==> src/rtl/bounce_renderer_pkg.sv <==
// bounce_renderer_pkg: shared types and screen/sprite geometry for the bounce renderer.
// Contents: state_e (frame sequencer states), SCREEN_W/SCREEN_H, BALL_SIZE, NUM_PLATS,
// CW (scan counter width). The CLEAR state exists only when RENDER_CLEAR_EN is defined.
package bounce_renderer_pkg;
    localparam int SCREEN_W  = 160;
    localparam int SCREEN_H  = 120;
    localparam int BALL_SIZE = 4;
    localparam int NUM_PLATS = 4;
    localparam int CW        = 8;

    typedef enum logic [2:0] {
        IDLE,
        ERASE,
        PLATS,
        BALL,
        DONE
`ifdef RENDER_CLEAR_EN
        ,
        CLEAR
`endif
    } state_e;
endpackage

==> src/rtl/bounce_renderer_sprite_scan.sv <==
// sprite_scan: raster counter over a W x H rectangle, dx fastest, wraps to 0 after the last cell.
// Ports: clk, resetn (sync active-low), en_i (advance one cell), dx_o/dy_o (current cell),
// last_o (current cell is the final one of the rectangle).
module sprite_scan
    import bounce_renderer_pkg::*;
#(
    parameter int W = 4,
    parameter int H = 4
) (
    input  logic          clk,
    input  logic          resetn,
    input  logic          en_i,
    output logic [CW-1:0] dx_o,
    output logic [CW-1:0] dy_o,
    output logic          last_o
);
    logic [CW-1:0] dx_q, dy_q;
    logic          end_x, end_y;

    assign end_x  = dx_q == CW'(W - 1);
    assign end_y  = dy_q == CW'(H - 1);
    assign last_o = end_x && end_y;
    assign dx_o   = dx_q;
    assign dy_o   = dy_q;

    always_ff @(posedge clk) begin
        if (!resetn) begin
            dx_q <= '0;
            dy_q <= '0;
        end else if (en_i) begin
            dx_q <= end_x ? '0 : dx_q + CW'(1);
            if (end_x)
                dy_q <= end_y ? '0 : dy_q + CW'(1);
        end
    end
endmodule

==> src/rtl/bounce_renderer.sv <==
// bounce_renderer: draws one game frame per start pulse, one pixel per cycle:
// erase old ball, draw 4 platforms, draw new ball (skipped on gameover).
// Ports: clk, resetn (sync active-low), start, prev_ball/curr_ball (ball x),
// position_plats/color_plats (4 platforms), color_ball, gameover -> x, y, colour, plot,
// busy, done. Optional macro RENDER_CLEAR_EN adds a full-screen black CLEAR pass before
// ERASE on the first frame after reset and on gameover frames.
module bounce_renderer
    import bounce_renderer_pkg::*;
#(
    parameter logic [6:0] BALL_Y     = 7'd104,
    parameter logic [6:0] PLAT_Y0    = 7'd16,
    parameter logic [6:0] LANE_PITCH = 7'd24,
    parameter int         PLAT_H     = 8
) (
    input  logic        clk,
    input  logic        resetn,
    input  logic        start,
    input  logic [7:0]  prev_ball,
    input  logic [7:0]  curr_ball,
    input  logic [31:0] position_plats,
    input  logic [11:0] color_plats,
    input  logic [2:0]  color_ball,
    input  logic        gameover,
    output logic [7:0]  x,
    output logic [6:0]  y,
    output logic [2:0]  colour,
    output logic        plot,
    output logic        busy,
    output logic        done
);
    state_e                         state_q, state_d;
    logic [7:0]                     prev_q, curr_q;
    logic [NUM_PLATS-1:0][7:0]      pos_q;
    logic [NUM_PLATS-1:0][2:0]      cp_q;
    logic [2:0]                     cb_q;
    logic                           gm_q;
    logic                           accept;
    logic [CW-1:0]                  ball_dx, ball_dy, plat_dx, plat_dy;
    logic                           ball_last, plat_last;
    logic [1:0]                     lane;
    logic [8:0]                     xs;
    logic                           pix;

    assign accept = state_q == IDLE && start;
    assign busy   = state_q != IDLE;
    assign done   = state_q == DONE;

    sprite_scan #(.W(BALL_SIZE), .H(BALL_SIZE)) u_ball (
        .clk    (clk),
        .resetn (resetn),
        .en_i   (state_q == ERASE || state_q == BALL),
        .dx_o   (ball_dx),
        .dy_o   (ball_dy),
        .last_o (ball_last)
    );

    // dx walks the rows of one platform, dy selects the lane.
    sprite_scan #(.W(PLAT_H), .H(NUM_PLATS)) u_plat (
        .clk    (clk),
        .resetn (resetn),
        .en_i   (state_q == PLATS),
        .dx_o   (plat_dx),
        .dy_o   (plat_dy),
        .last_o (plat_last)
    );

    assign lane = 2'(plat_dy);

`ifdef RENDER_CLEAR_EN
    logic [CW-1:0] clr_dx, clr_dy;
    logic          clr_last, first_q;

    sprite_scan #(.W(SCREEN_W), .H(SCREEN_H)) u_clr (
        .clk    (clk),
        .resetn (resetn),
        .en_i   (state_q == CLEAR),
        .dx_o   (clr_dx),
        .dy_o   (clr_dy),
        .last_o (clr_last)
    );

    always_ff @(posedge clk) begin
        if (!resetn)
            first_q <= 1'b1;
        else if (state_q == CLEAR)
            first_q <= 1'b0;
    end
`endif

    always_ff @(posedge clk) begin
        if (!resetn) begin
            prev_q <= '0;
            curr_q <= '0;
            pos_q  <= '0;
            cp_q   <= '0;
            cb_q   <= '0;
            gm_q   <= 1'b0;
        end else if (accept) begin
            prev_q <= prev_ball;
            curr_q <= curr_ball;
            pos_q  <= position_plats;
            cp_q   <= color_plats;
            cb_q   <= color_ball;
            gm_q   <= gameover;
        end
    end

    always_ff @(posedge clk) begin
        if (!resetn)
            state_q <= IDLE;
        else
            state_q <= state_d;
    end

    always_comb begin
        state_d = state_q;
        case (state_q)
`ifdef RENDER_CLEAR_EN
            IDLE:  state_d = start ? ((first_q || gameover) ? CLEAR : ERASE) : IDLE;
            CLEAR: state_d = clr_last ? ERASE : CLEAR;
`else
            IDLE:  state_d = start ? ERASE : IDLE;
`endif
            ERASE: state_d = ball_last ? PLATS : ERASE;
            PLATS: state_d = plat_last ? (gm_q ? DONE : BALL) : PLATS;
            BALL:  state_d = ball_last ? DONE : BALL;
            DONE:  state_d = IDLE;
            default: state_d = IDLE;
        endcase
    end

    // Column sums are 9 bits so sprites past the right edge clip instead of wrapping.
    always_comb begin
        xs     = '0;
        y      = '0;
        colour = '0;
        pix    = 1'b0;
        case (state_q)
            ERASE: begin
                xs  = {1'b0, prev_q} + 9'(ball_dx);
                y   = BALL_Y + 7'(ball_dy);
                pix = 1'b1;
            end
            PLATS: begin
                xs     = {1'b0, pos_q[lane]};
                y      = PLAT_Y0 + 7'(plat_dy) * LANE_PITCH + 7'(plat_dx);
                colour = cp_q[lane];
                pix    = 1'b1;
            end
            BALL: begin
                xs     = {1'b0, curr_q} + 9'(ball_dx);
                y      = BALL_Y + 7'(ball_dy);
                colour = cb_q;
                pix    = 1'b1;
            end
`ifdef RENDER_CLEAR_EN
            CLEAR: begin
                xs  = 9'(clr_dx);
                y   = 7'(clr_dy);
                pix = 1'b1;
            end
`endif
            default: ;
        endcase
        x    = xs[7:0];
        plot = pix && xs < 9'(SCREEN_W);
    end
endmodule

==> config.mk <==
export PLATFORM = sky130hd
export DESIGN_NAME = bounce_renderer
export DESIGN_NICKNAME = d
export VERILOG_FILES = /design/src/rtl/bounce_renderer_pkg.sv /design/src/rtl/bounce_renderer_sprite_scan.sv /design/src/rtl/bounce_renderer.sv
export SDC_FILE = /design/constraint.sdc
export NUM_CORES = 1
export LEC_CHECK = 0
export ABC_AREA = 1
export BUFFER_PORTS_ARGS = -buffer_cell sky130_fd_sc_hd__buf_2
export CORE_MARGIN = 2
export CORE_UTILIZATION = 50
export CTS_BUF_LIST = sky130_fd_sc_hd__clkbuf_8
export CTS_CLUSTER_DIAMETER = 30
export DETAILED_ROUTE_END_ITERATION = 8
export PLACE_DENSITY = 0.82
export SYNTH_ARGS = -nofsm -noshare
export SYNTH_HDL_FRONTEND = slang
export SYNTH_HIERARCHICAL = 1
export SYNTH_SLANG_ARGS = --single-unit
==> constraint.sdc <==
create_clock -name clk -period 7.5 [get_ports clk]
set_input_delay 1.5 -clock clk [delete_from_list [all_inputs] [get_ports clk]]
set_output_delay 1.5 -clock clk [all_outputs]
set_load 0.01 [all_outputs]
# Word level (Yosys, flattened, before mapping)
# Index checks and enable logic that the tools add are counted.
[op_classes]
add_sub_neg = 9
magnitude_cmp = 2
n_reduce_logical = 11
mux = 18
n_eq_ne = 8
mul = 1
[op_table]
columns = ["operator", "n"]
rows = [
  ["8-bit 2-to-1 mux", 5],
  ["8-bit by 1-bit adder with 8-bit output (second input constant)", 4],
  ["9-bit case mux with 3 select lines", 1],
  ["8-bit by 2-bit equality test with 1-bit output (second input constant)", 3],
  ["8-bit by 8-bit adder with 9-bit output", 2],
  ["8-bit binary-select mux with 2-bit select", 1],
  ["7-bit case mux with 2 select lines", 1],
  ["3-bit 2-to-1 mux", 4],
  ["3-bit case mux with 4 select lines", 1],
  ["9-bit by 8-bit less-than comparator with 1-bit output (second input constant)", 1],
  ["8-bit by 3-bit equality test with 1-bit output (second input constant)", 1],
  ["5-bit by 7-bit adder with 7-bit output (first input constant)", 1],
  ["7-bit adder", 1],
  ["7-bit adder (first input constant)", 1],
  ["7-bit by 2-bit multiplier with 4-bit output (second input constant)", 1],
  ["3-bit binary-select mux with 2-bit select", 1],
  ["3-bit by 2-bit equality test with 1-bit output (second input constant)", 2],
  ["3-bit case mux with 2 select lines", 1],
  ["1-bit logical AND", 4],
  ["2-bit AND reduction", 2],
  ["3-bit by 1-bit equality test with 1-bit output (second input constant)", 1],
  ["3-bit equality test (second input constant)", 1],
  ["3-bit zero test", 1],
  ["2-bit by 3-bit less-than comparator with 1-bit output (second input constant)", 1],
  ["other kinds (6)", 7],
]
[word_totals]
elab_cells = 66
out_inout_bits = 21
in_bits = 67
regBits = 99

# Logic depth before layout (Yosys ltp)
# Gate-level depths: netlist (run 1).
[logic_depth]
ltp_word = 5
depth_mapped = 18
ltp_nobuf = 17

# Cells and area by module
# The synthesis (run 1) kept the hierarchy.
[modules_own_cells]
columns = ["mod", "instances", "seq_area_each_um2", "area_each_um2", "cells_per_inst"]
rows = [
  ["bounce_renderer", 1, 1341.3, 3532.1, 504],
  ["sprite_scan at u_plat", 1, 320.3, 912.1, 140],
  ["sprite_scan at u_ball", 1, 320.3, 894.6, 143],
]

# Worst setup path before layout (run 1)
# OpenSTA, ideal clock, no wires.
[synth_path]
kind = "flip-flop to output port"
start = "register state_q[0]"
end = "output plot"
stages_incl_launch_ff = 16
t_required_ns = 6.000
slack_ns = 3.614
path_buffers = 1
arrival_time_ns = 2.386
path_cell_list = "dfxtp_1 inv_2 nor2_4 inv_2 nor2_4 buf_2 o21ai_0 ha_1 fa_1 nand3_1 nand4_1 nand3_1 nand2_1 nor2_1 nor2_1 nor2_1"
[synth_between]
elab_chain_cells = 4
word_cells_on_any_way = 8
cone_classes = "order compare: 1; eq/ne: 3; mux: 2; reduce/logical: 2"
[synth_lines]
columns = ["item", "line_no", "source"]
rows = [
  ["start: declaration", "bounce_renderer.sv:31", "state_e state_q, state_d;"],
  ["start signal: assignment", "bounce_renderer.sv:112", "state_q <= state_d;"],
  ["3-bit by 2-bit equality test with 1-bit output or 3-bit by 1-bit equality test with 1-bit output (tied branches)", "bounce_renderer.sv:138", "case (state_q)"],
  ["9-bit case mux with 3 select lines (*)", "bounce_renderer.sv:138", ""],
  ["via x[6]", "bounce_renderer.sv:24", "output logic [7:0] x,"],
  ["9-bit by 8-bit less-than comparator with 1-bit output (*)", "bounce_renderer.sv:166", "plot = pix && xs < 9'(SCREEN_W);"],
  ["1-bit logical AND (*)", "bounce_renderer.sv:166", ""],
  ["end: declaration", "bounce_renderer.sv:27", "output logic plot,"],
]
# The timed path passes the listed nets; every way through them passes the cells marked *.

# Worst setup path in the final report (run 1)
[layout_path]
start = "register state_q[0]"
end = "output plot"
[layout_between]
elab_chain_cells = 4
word_cells_on_any_way = 8
cone_classes = "order compare: 1; eq/ne: 3; mux: 2; reduce/logical: 2"
[layout_lines]
columns = ["item", "line_no"]
rows = [
  ["3-bit by 2-bit equality test with 1-bit output or 3-bit by 1-bit equality test with 1-bit output (tied branches)", "bounce_renderer.sv:138"],
  ["9-bit case mux with 3 select lines or 3-bit OR reduction (tied branches)", "n/a"],
  ["9-bit by 8-bit less-than comparator with 1-bit output or 1-bit 2-to-1 mux (tied branches)", "bounce_renderer.sv:166, bounce_renderer.sv:138"],
  ["1-bit logical AND (*)", "bounce_renderer.sv:166"],
]
# Mark *: on every way between the ends. The rest lies on a longest branch, timed or not.

==> results of run 1 <==
==> cells by family after synthesis <==
group	share of synthesized area (%)
AND/OR/NAND/NOR	27.0
AO/OA/AOI/OAI	18.6
buffers and inverters	9.47
flip-flops	37.1
adder cells (fa/ha/maj)	5.58
XOR/XNOR	2.30
==> tightest hold or removal path, delay by kind of cell, from the launching register on <==
kind | cells | cell delay, ns
DFF | 1 | 0.31
buffers and inverters | 1 | 0.05
AOI/OAI and AO/OA | 1 | 0.05
==> per-layer routing <==
| metal | vias to the layer above | share of wire, % |
|---|---|---|
| met1 | 2358 | 46 |
| met3 | 14 | 8.2 |
| met4 | 0 | 1.2 |
| met2 | 175 | 44 |
| li1 | 2702 | - |
| met5 | - | 0 |
==> flip-flops by register name, summed over array words and instances (netlist names) <==
| signal | count |
|---|---|
| u_plat/dx_o | 8 |
| pos_q | 32 |
| u_ball/dy_o | 8 |
| state_q | 3 |
| prev_q | 8 |
| curr_q | 8 |
| cp_q | 12 |
| gm_q | 1 |
| u_plat/dy_o | 8 |
| cb_q | 3 |
| u_ball/dx_o | 8 |
==> worst max-delay path by stage <==
stage / start / to / slack, ns / depth (start not counted)
2_1_floorplan: state_q[0] / plot / 3.61 / 15
3_3_place_gp: state_q[0] / x[4] / 2.97 / 13
3_5_place_dp: state_q[0] / plot / 2.85 / 16
4_1_cts: state_q[0] / plot / 2.44 / 16
5_1_grt: state_q[0] / plot / 2.07 / 16
6_report: state_q[0] / plot / 2.45 / 16
==> area by class of cell <==
| class | instances | area (sq um) | area share (%) |
|---|---|---|---|
| clock inverters | 7 | 60.1 | 0.998 |
| clock buffers | 9 | 124 | 2.06 |
| flip-flops and latches | 99 | 1980 | 32.9 |
| diodes | 1 | 2.50 | 0.0416 |
| well taps | 136 | 170 | 2.83 |
| repair buffers | 90 | 458 | 7.61 |
| multi-input cells | 559 | 2860 | 47.5 |
| inverters | 97 | 364 | 6.05 |
==> cell usage in the layout (no fill, tap or decap), drive strengths merged, types with 3 or more instances in the layout <==
cell type	n
nand4	10
fa	3
clkbuf	9
nor2	65
clkinvlp	3
xnor2	5
o21ai	73
inv	99
nor3	13
or2	3
a22o	4
dfxtp	99
ha	19
nand2	184
nand3	52
a21oi	110
buf	90
xor2	9
==> power groups by stage <==
stage                     sequential, mW  combinational (mW)  clock (mW)
after CTS                          0.565               0.125       0.332
after global routing               0.568               0.142       0.348
after detailed placement           0.577               0.125           0
after global placement             0.576               0.122           0
final                              0.565               0.125       0.326
after floorplan                    0.574              0.0827           0
==> flow_metrics.py, run 1 <==
metrics = {
    "critical_path": {
        "critPathMaxFanout": 29,
        "r2r_end": "state_q[1]",
        "crit_path_top_delay_cell": "nor2_4",
        "cp_slowest_stage_delay_ns": 0.52,
        "path_class": "register to output port",
        "crit_buf_inv": 3,
        "reg2reg_from": "u_plat/dy_o[1]",
        "critical_path.top_delay_family": "simple AND/OR/NAND/NOR gates",
        "regToRegSetupSlack_ns": 5.26,
        "cp-end-kind": "output port",
        "worstPathCellList": "inv_2 -> nor2_4 -> inv_2 -> nor2_4 -> o21ai_0 -> ha_1 -> fa_1 -> nand3_1 -> nand3_1 -> nand2_1 -> nand3_1 -> nand2_1 -> nor2_1 -> nor2_1 -> nor2_1 -> buf_2",
        "cp-start-kind": "register",
        "crit_required_ns": 6.00,
        "crit_arrival_ns": 3.55,
        "rr_worst_depth": 6,
    },
    "power": {
        "peakVddDrop_mv": 0.116,
        "p_clk_share_pct": 32.1,
        "seq_power_share_pct": 55.6,
        "p_leak_nw": 2.70,
        "intPower_mw": 0.726,
        "pwr-share-comb_pct": 12.3,
        "power_mw": 1.02,
        "p_sw_mw": 0.291,
        "switching_share_pct": 28.6,
        "power.density_mw_per_mm2": 169,
    },
    "layout": {
        "num-fill-cells": 1021,
        "drive_gt1_share_pct": 14.6,
        "final_area_sq_mm": 0.00602,
        "area_growth_pct": 12.7,
        "final_cell_count_no_fill": 998,
        "nets": 945,
        "final_util_pct": 58.3,
    },
    "routing": {
        "drc": 0,
        "via_count": 5249,
        "vias_per_cell": 5.26,
        "dr.pass1.iters": 5,
        "avgRoutedWirePerCell_um": 13.3,
        "wl_um": 13200,
        "ant_nets": 0,
        "dr.first_iter.drc_count": 429,
    },
    "timing": {
        "holdWs_ns": 0.453,
        "hold_viol": 0,
        "skew_ns": 0.0100,
        "rsz0062_at_grt": "no",
        "slew_viol_final": 0,
        "setup-tns-final_ns": 0,
        "worst_pin_slew_ns": 1.09,
        "fmax_ghz": 0.198,
        "setup_slack_ns": 2.45,
        "period_needed_ns": 5.05,
        "finalCritPeriodShare_pct": 67.4,
        "final-setup-viol-count": 0,
        "relSlewSlack_pct": 27.3,
    },
    "logic_synthesis": {
        "synth_ff_type": "dfxtp_1",
        "yosys_warnings": 6,
        "yosys.area.top_type": "dfxtp_1",
        "synth_edf_count": 0,
        "async_flop_share_pct": 0,
        "synth_top_area_share_pct": 37.1,
        "seq_area_frac_synth_pct": 37.1,
        "synthTopCellsByCount": "nand2_1, a21oi_1, dfxtp_1, inv_1, o21ai_0",
        "syn_area_sq_mm": 0.00534,
        "synth_cells": 787,
        "synth.most_common_cell": "nand2_1",
        "yosysUniqueCellTypes": 32,
        "synthTopCellsByArea": "dfxtp_1, nand2_1, a21oi_1",
        "syn_avg_cell_area_sq_um": 6.78,
        "synth_seq_cells": 99,
        "syn_nets": 876,
    },
    "grt": {
        "busiest_layer": "met2",
        "met1_usage_pct": 33.1,
        "grt_use_total_pct": 23.6,
        "grt_pass1_wl_um": 21900,
        "antenna_found_initial": 1,
        "grt_pass1_vias": 4774,
        "grt_max_degree": 101,
        "grtUsageMet3_pct": 5.15,
        "met2_usage_pct": 36.9,
        "grt_overflow": 0,
    },
    "min_path": {
        "min_from": "cb_q[2]",
        "min_path_cells": 2,
        "hold_path.class": "register to register",
        "min_to": "cb_q[2]",
    },
    "clocking": {
        "cts_resized": 0,
        "cts_buffers": 9,
        "cts_max_path_buffers": 2,
        "clk_latency_ns": 0.37,
        "cts_setup_buffers": 0,
        "root_buffer": "clkbuf_8",
        "h-tree-depth": 3,
        "hold_buffers": 0,
        "clock-sinks": 99,
        "cts_tree": "built",
        "path_clk_slew_ns": 0.10,
    },
    "floorplan": {
        "die_h_um": 107,
        "die_w_um": 107,
        "die_area_sq_mm": 0.0115,
        "core_region_area_sq_mm": 0.0103,
        "io_pins": 88,
        "initial_core_util_pct": 51.7,
        "num_rows": 37,
    },
    "placed_design": {
        "place_area_sq_mm": 0.00583,
        "dp_slack_ns": 2.85,
        "placed_cells": 981,
        "port_buffers": 87,
        "place.gp.congestion": 0.887,
        "hpwl_um": 9570,
    },
    "outcome": {
        "status": "complete, no violations",
    },
    "flow_run": {
        "cap_violations": 0,
    },
}
No activity file was read; power rests on OpenSTA's default activity.
==> inputs of run 2 (changes only) <==
--- a/config.mk
+++ b/config.mk
@@ -5,14 +5,14 @@
 export SDC_FILE = /design/constraint.sdc
 export NUM_CORES = 1
 export LEC_CHECK = 0
-export ABC_AREA = 1
+export ABC_AREA = 0
 export BUFFER_PORTS_ARGS = -buffer_cell sky130_fd_sc_hd__buf_2
 export CORE_MARGIN = 2
 export CORE_UTILIZATION = 50
 export CTS_BUF_LIST = sky130_fd_sc_hd__clkbuf_8
 export CTS_CLUSTER_DIAMETER = 30
 export DETAILED_ROUTE_END_ITERATION = 8
-export PLACE_DENSITY = 0.82
+export PLACE_DENSITY = 0.85
 export SYNTH_ARGS = -nofsm -noshare
 export SYNTH_HDL_FRONTEND = slang
 export SYNTH_HIERARCHICAL = 1
==> constraint.sdc (replaced) <==
create_clock -name clk -period 4.26 [get_ports clk]
set_input_delay 0.852 -clock clk [delete_from_list [all_inputs] [get_ports clk]]
set_output_delay 0.852 -clock clk [all_outputs]
set_load 0.01 [all_outputs]
==> run 2 against run 1 <==
Against the previous run:
- critical endpoint unchanged
- first-iteration DRC count shrank 43%
- critical path type unchanged
- clock power is 78% higher
- routed wire length decreased by 7.8%
==> flow_metrics.py, run 2 <==
metrics = {
    "timing": {
        "rsz0062_at_grt": "no",
        "period_needed_ns": 4.07,
        "relSlewSlack_pct": 23.1,
        "slew_viol_final": 0,
        "final-setup-viol-count": 0,
        "fmax_ghz": 0.246,
        "hold_viol": 0,
        "setup-tns-final_ns": 0,
        "skew_ns": 0.0118,
        "worst_pin_slew_ns": 1.15,
        "finalCritPeriodShare_pct": 95.5,
    },
    "clocking": {
        "cts_max_path_buffers": 2,
        "cts_buffers": 9,
        "root_buffer": "clkbuf_8",
        "clock-sinks": 99,
        "h-tree-depth": 3,
        "hold_buffers": 0,
        "cts_tree": "built",
        "path_clk_slew_ns": 0.11,
        "clk_latency_ns": 0.39,
    },
    "layout": {
        "largest_reg_flops": 32,
        "final_cell_count_no_fill": 807,
        "insertedDiodeCount": 0,
        "final_area_sq_mm": 0.00595,
        "top_regs": "pos_q (32), cp_q (12)",
        "area_growth_pct": 14.5,
        "final_common_cell": "nand2_1",
        "layout_common_cells": "nand2_1, dfxtp_1, buf_2",
        "drive_gt1_share_pct": 23.1,
        "top_register": "pos_q",
        "nets": 755,
        "final_util_pct": 58.2,
    },
    "floorplan": {
        "initial_core_util_pct": 50.8,
        "core_region_area_sq_mm": 0.0102,
        "io_pins": 88,
        "die_area_sq_mm": 0.0112,
        "die_w_um": 106,
        "num_rows": 37,
        "die_h_um": 106,
    },
    "routing": {
        "wl_met2_um": 5600,
        "dr.first_iter.drc_count": 243,
        "wl_um": 12200,
        "drc": 0,
        "dr.pass1.iters": 5,
        "wl_met1_um": 5610,
        "via_count": 4441,
        "highest_layer": "met4",
        "met3_length_um": 698,
        "vias_per_cell": 5.50,
        "avgRoutedWirePerCell_um": 15.1,
        "ant_nets": 0,
    },
    "placed_design": {
        "placed_cells": 787,
        "place.gp.congestion": 0.904,
        "hpwl_um": 8690,
        "place_area_sq_mm": 0.00569,
        "port_buffers": 87,
    },
    "grt": {
        "grt_max_degree": 73,
        "grt_pass1_wl_um": 20100,
        "grt_overflow": 0,
        "grt_use_total_pct": 22.5,
        "grt_pass1_vias": 4295,
        "antenna_found_initial": 0,
    },
    "outcome": {
        "status": "complete, no violations",
    },
    "critical_path": {
        "cp-start-kind": "register",
        "critPathMaxFanout": 7,
        "r2r_end": "u_plat/dy_o[5]",
        "cp_slowest_stage_delay_ns": 0.37,
        "worstPathCellList": "nand2b_4 -> inv_1 -> nand2_2 -> buf_6 -> mux2_2 -> ha_1 -> a211oi_2 -> o21ai_2 -> o21ai_2 -> nor3b_2 -> o31ai_2 -> a211oi_2 -> buf_2",
        "crit_path_top_delay_cell": "dfxtp_4",
        "rr_worst_depth": 8,
        "regToRegSetupSlack_ns": 1.84,
        "crit_required_ns": 3.41,
        "reg2reg_from": "state_q[1]",
        "cp-end-kind": "output port",
        "crit_arrival_ns": 3.22,
        "path_class": "register to output port",
    },
    "min_path": {
        "min_path_cells": 2,
        "min_to": "cp_q[4]",
        "hold_path.class": "register to register",
        "min_from": "cp_q[4]",
    },
    "logic_synthesis": {
        "async_flop_share_pct": 0,
        "syn_area_sq_mm": 0.00520,
        "synth_top_area_share_pct": 38.1,
        "synth_ff_type": "dfxtp_1",
        "synthTopCellsByArea": "dfxtp_1, nand2_1, a21boi_1",
        "synth_edf_count": 0,
        "syn_avg_cell_area_sq_um": 8.84,
        "synth_cells": 588,
        "yosys.area.top_type": "dfxtp_1",
        "synthTopCellsByCount": "nand2_1, dfxtp_1, a21boi_1, nor2_1",
        "synth_seq_cells": 99,
        "syn_nets": 677,
        "synth.most_common_cell": "nand2_1",
        "yosys_warnings": 6,
        "seq_area_frac_synth_pct": 38.1,
        "yosysUniqueCellTypes": 52,
    },
    "power": {
        "peakVddDrop_mv": 0.184,
        "power_mw": 1.79,
        "seq_power_share_pct": 55.4,
        "p_leak_nw": 2.48,
        "power.density_mw_per_mm2": 300,
        "p_clk_share_pct": 32.6,
        "intPower_mw": 1.29,
        "pwr-share-comb_pct": 12.0,
        "switching_share_pct": 28.0,
        "p_sw_mw": 0.500,
    },
    "flow_run": {
        "cap_violations": 0,
    },
}
==> run 2: changes by cell type after synthesis, moves of 8 or more <==
cell / previous run / this run
a21oi_1: 110 / 13
xnor2_1: 5 / 19
nand2_1: 182 / 159
inv_1: 90 / 10
clkbuf_1: 17 / 9
o21ai_0: 73 / 12
mux2_2: 0 / 8
a21boi_1: 0 / 65
nand3_1: 50 / 10
nor2_1: 61 / 31
==> run 2: area by class of cell <==
cell class / instances / area (sq um)
inverters: 10 / 37.5
multi-input cells: 449 / 3060
clock inverters: 7 / 58.8
repair buffers: 97 / 514
fillers: 884 / 4280
well taps: 136 / 170
clock buffers: 9 / 124
flip-flops and latches: 99 / 1990
==> run 2: what timing repair did <==
item	in CTS	in global routing
pin swaps	0	4
resized for setup	4	9
hold endpoints to repair	0	0
endpoints found under the setup margin	1	1
buffers inserted	0	4
==> run 2: power groups by stage <==
stage	Sequential (mW)	Combinational [mW]	Clock, mW
after global routing	0.995	0.239	0.638
final	0.989	0.214	0.581
after CTS	0.990	0.210	0.593
after detailed placement	1.01	0.208	0
after global placement	1.01	0.202	0
after floorplan	1.00	0.146	0
==> run 2: kinds of logic after synthesis <==
group,Yosys count,share of synthesized area (%)
AO/OA/AOI/OAI,117,16.1
XOR/XNOR,34,5.73
adder cells (fa/ha/maj),22,5.73
buffers and inverters,40,3.83
flip-flops,99,38.1
multiplexers,21,7.32
AND/OR/NAND/NOR,255,23.2
==> run 2: layer usage <==
metal,vias up,GRT usage [%]
met4,0,9.12
met2,138,35.7
met5,-,0
met1,2093,29.4
li1,2186,-
met3,24,5.76
==> run 2: per-stage QoR <==
step,setup slack (ns),hold WS [ns]
floorplan,0.548,0.430
global placement,0.385,0.438
detailed placement,0.296,0.442
CTS,0.0255,0.457
global route,0.0285,0.474
finish,0.191,0.457
==> run 2: how the worst max path moves through the flow <==
stage | startpoint | to | slack [ns]
floorplan | state_q[2] | plot | 0.55
global placement | state_q[2] | plot | 0.38
detailed placement | state_q[2] | plot | 0.30
CTS | state_q[2] | plot | 0.03
global route | state_q[2] | plot | 0.03
finish | state_q[2] | plot | 0.19
==> run 2: worst max-delay path, delay by kind of cell, from the launching register on <==
family,cells,cell delay [ns]
buffers and inverters,3,0.38
adder cells (fa/ha/maj),1,0.32
AND/OR/NAND/NOR,3,0.44
AO/OA/AOI/OAI,5,0.94
flip-flops,1,0.37
multiplexers,1,0.36
==> inputs of run 3 (changes only) <==
--- a/config.mk
+++ b/config.mk
@@ -8,11 +8,11 @@
 export ABC_AREA = 0
 export BUFFER_PORTS_ARGS = -buffer_cell sky130_fd_sc_hd__buf_2
 export CORE_MARGIN = 2
-export CORE_UTILIZATION = 50
+export CORE_UTILIZATION = 53
 export CTS_BUF_LIST = sky130_fd_sc_hd__clkbuf_8
 export CTS_CLUSTER_DIAMETER = 30
 export DETAILED_ROUTE_END_ITERATION = 8
-export PLACE_DENSITY = 0.85
+export PLACE_DENSITY = 0.89
 export SYNTH_ARGS = -nofsm -noshare
 export SYNTH_HDL_FRONTEND = slang
 export SYNTH_HIERARCHICAL = 1
==> constraint.sdc (replaced) <==
create_clock -name clk -period 3.6 [get_ports clk]
set_input_delay 0.72 -clock clk [delete_from_list [all_inputs] [get_ports clk]]
set_output_delay 0.72 -clock clk [all_outputs]
set_load 0.01 [all_outputs]
==> run 3 against run 2 <==
Against the previous run:
- the flow now finishes with violations (negative setup slack)
- register-to-register slack got worse by 0.90 ns
- via count increased by 5.3%
- clock skew shrank 0.0019 ns
- largest power group unchanged
- flip-flop and latch count did not move
- clock power increased by 31%
- sequential share of layout area fell by 1.3 points
- setup slack lost 0.33 ns
- critical path type unchanged
- cell area rose by 4.0%
- largest cell class unchanged
- power grew 24%
- sequential power increased by 18%
- first-iteration DRC count is 48% higher
- die area is 5.4% lower
==> flow_metrics.py, run 3 (synthesized netlist as in run 2, its figures left out) <==
metrics = {
    "timing": {
        "setup_slack_ns": -0.140,
        "fmax_ghz": 0.267,
        "period_needed_ns": 3.74,
        "final-setup-viol-count": 3,
        "relSlewSlack_pct": 28.6,
        "finalCritPeriodShare_pct": 104,
        "rsz0062_at_grt": "yes",
        "holdWs_ns": 0.456,
        "worst_pin_slew_ns": 1.07,
        "skew_ns": 0.00990,
        "hold_viol": 0,
        "slew_viol_final": 0,
    },
    "routing": {
        "ant_nets": 0,
        "dr.pass1.iters": 5,
        "avgRoutedWirePerCell_um": 17.3,
        "dr.first_iter.drc_count": 359,
        "via_count": 4675,
        "wl_um": 14000,
        "vias_per_cell": 5.77,
        "drc": 0,
    },
    "layout": {
        "final_cell_count_no_fill": 810,
        "top_regs": "pos_q (32), cp_q (12)",
        "largest_reg_flops": 32,
        "layout_common_cells": "nand2_1, dfxtp_1, buf_2",
        "insertedDiodeCount": 0,
        "nets": 761,
        "drive_gt1_share_pct": 26.1,
        "top_register": "pos_q",
        "area_growth_pct": 19.1,
        "final_common_cell": "nand2_1",
    },
    "critical_path": {
        "regToRegSetupSlack_ns": 0.94,
        "rr_worst_depth": 8,
        "crit_required_ns": 2.88,
        "worstPathCellList": "nand2b_4 -> inv_4 -> nand2_4 -> mux2_4 -> ha_4 -> fa_2 -> a21oi_4 -> o2111ai_4 -> xor2_1 -> nand2_1 -> nand3b_1 -> a211oi_2 -> buf_2",
        "crit_path_top_delay_cell": "fa_2",
        "r2r_end": "u_plat/dy_o[5]",
        "cp-end-kind": "output port",
        "cp-start-kind": "register",
        "cp_slowest_stage_delay_ns": 0.38,
        "crit_arrival_ns": 3.02,
        "path_class": "register to output port",
        "reg2reg_from": "state_q[1]",
        "critPathMaxFanout": 3,
    },
    "grt": {
        "grt_overflow": 0,
        "grt_use_total_pct": 25.3,
        "grt_pass1_vias": 4585,
        "antenna_found_initial": 0,
        "grt_pass1_wl_um": 21100,
        "grt_max_degree": 65,
    },
    "power": {
        "pwr-share-comb_pct": 12.5,
        "intPower_mw": 1.61,
        "seq_power_share_pct": 53.1,
        "p_clk_share_pct": 34.4,
        "switching_share_pct": 27.0,
        "power.density_mw_per_mm2": 357,
        "p_sw_mw": 0.597,
        "peakVddDrop_mv": 0.228,
        "p_leak_nw": 2.52,
    },
    "clocking": {
        "path_clk_slew_ns": 0.10,
        "h-tree-depth": 3,
        "cts_max_path_buffers": 2,
        "hold_buffers": 0,
        "cts_tree": "built",
        "cts_buffers": 9,
        "clk_latency_ns": 0.38,
        "clock-sinks": 99,
        "root_buffer": "clkbuf_8",
    },
    "outcome": {
        "status": "finished, violations left",
        "violations": "negative setup slack",
    },
    "min_path": {
        "min_path_cells": 2,
        "hold_path.class": "register to register",
        "min_to": "cp_q[10]",
        "min_from": "cp_q[10]",
    },
    "floorplan": {
        "die_h_um": 103,
        "die_w_um": 103,
        "io_pins": 88,
        "num_rows": 36,
        "core_region_area_sq_mm": 0.00964,
        "die_area_sq_mm": 0.0106,
        "initial_core_util_pct": 53.9,
    },
    "flow_run": {
        "cap_violations": 0,
    },
    "placed_design": {
        "dp_slack_ns": -0.0275,
        "port_buffers": 87,
        "hpwl_um": 9000,
        "place.gp.congestion": 0.994,
        "placed_cells": 789,
    },
}
[run 3: critical path, delay by kind of cell, from the launching register on]
| family | cells | cell delay (ns) |
|---|---|---|
| and+or+nand+nor | 4 | 0.41 |
| xor gates and xnor gates | 1 | 0.19 |
| muxes | 1 | 0.32 |
| DFF | 1 | 0.33 |
| buffers and inverters | 2 | 0.23 |
| AOI/OAI and AO/OA | 3 | 0.58 |
| adders and majority gates | 2 | 0.57 |
[run 3: how the worst max path moves through the flow]
stage | from | endpoint | slack, ns
floorplan | state_q[2] | plot | 0.02
global placement | state_q[2] | plot | 0.12
detailed placement | state_q[2] | plot | -0.03
CTS | state_q[2] | plot | -0.06
global route | state_q[2] | plot | -0.28
finish | state_q[2] | plot | -0.14
[run 3: per-stage QoR]
step	utilization (%)	area, sq um	setup TNS [ns]	total power [mW]
floorplan	-	5200	0	1.36
global placement	59.4	5730	0	1.43
detailed placement	59.4	5730	-0.0275	1.45
CTS	62.8	6050	-0.0601	2.19
global route	64.2	6190	-0.515	2.29
finish	64.2	6190	-0.175	2.21
[run 3: layout make-up]
| type | count | area [sq um] |
|---|---|---|
| clock buffer | 10 | 138 |
| sequential | 99 | 1990 |
| timing repair buffer | 103 | 559 |
| fill | 764 | 3450 |
| multi-input combinational | 449 | 3230 |
| tap | 133 | 166 |
| clock inverter | 6 | 72.6 |
| inverter | 10 | 40.0 |
[run 3: what timing repair did]
item / 4_1_cts / 5_1_grt
resized for setup: 23 / 18
setup endpoints to repair: 5 / 4
pin swaps: 10 / 7
buffers inserted: 3 / 2
gates cloned: 0 / 0
[run 3: power by group through the flow]
stage | Clock, mW | Sequential, mW | Combinational (mW)
after floorplan | 0 | 1.18 | 0.173
after global placement | 0 | 1.19 | 0.239
after detailed placement | 0 | 1.20 | 0.250
after CTS | 0.762 | 1.17 | 0.260
after global routing | 0.812 | 1.18 | 0.302
final | 0.759 | 1.17 | 0.276
[run 3: metal layers]
metal	routed length, um	vias up	global-route usage (%)
li1	-	2197	-
met1	5540	2212	30.5
met2	6800	216	41.5
met3	972	50	6.51
met4	678	0	13.5
met5	0	-	0
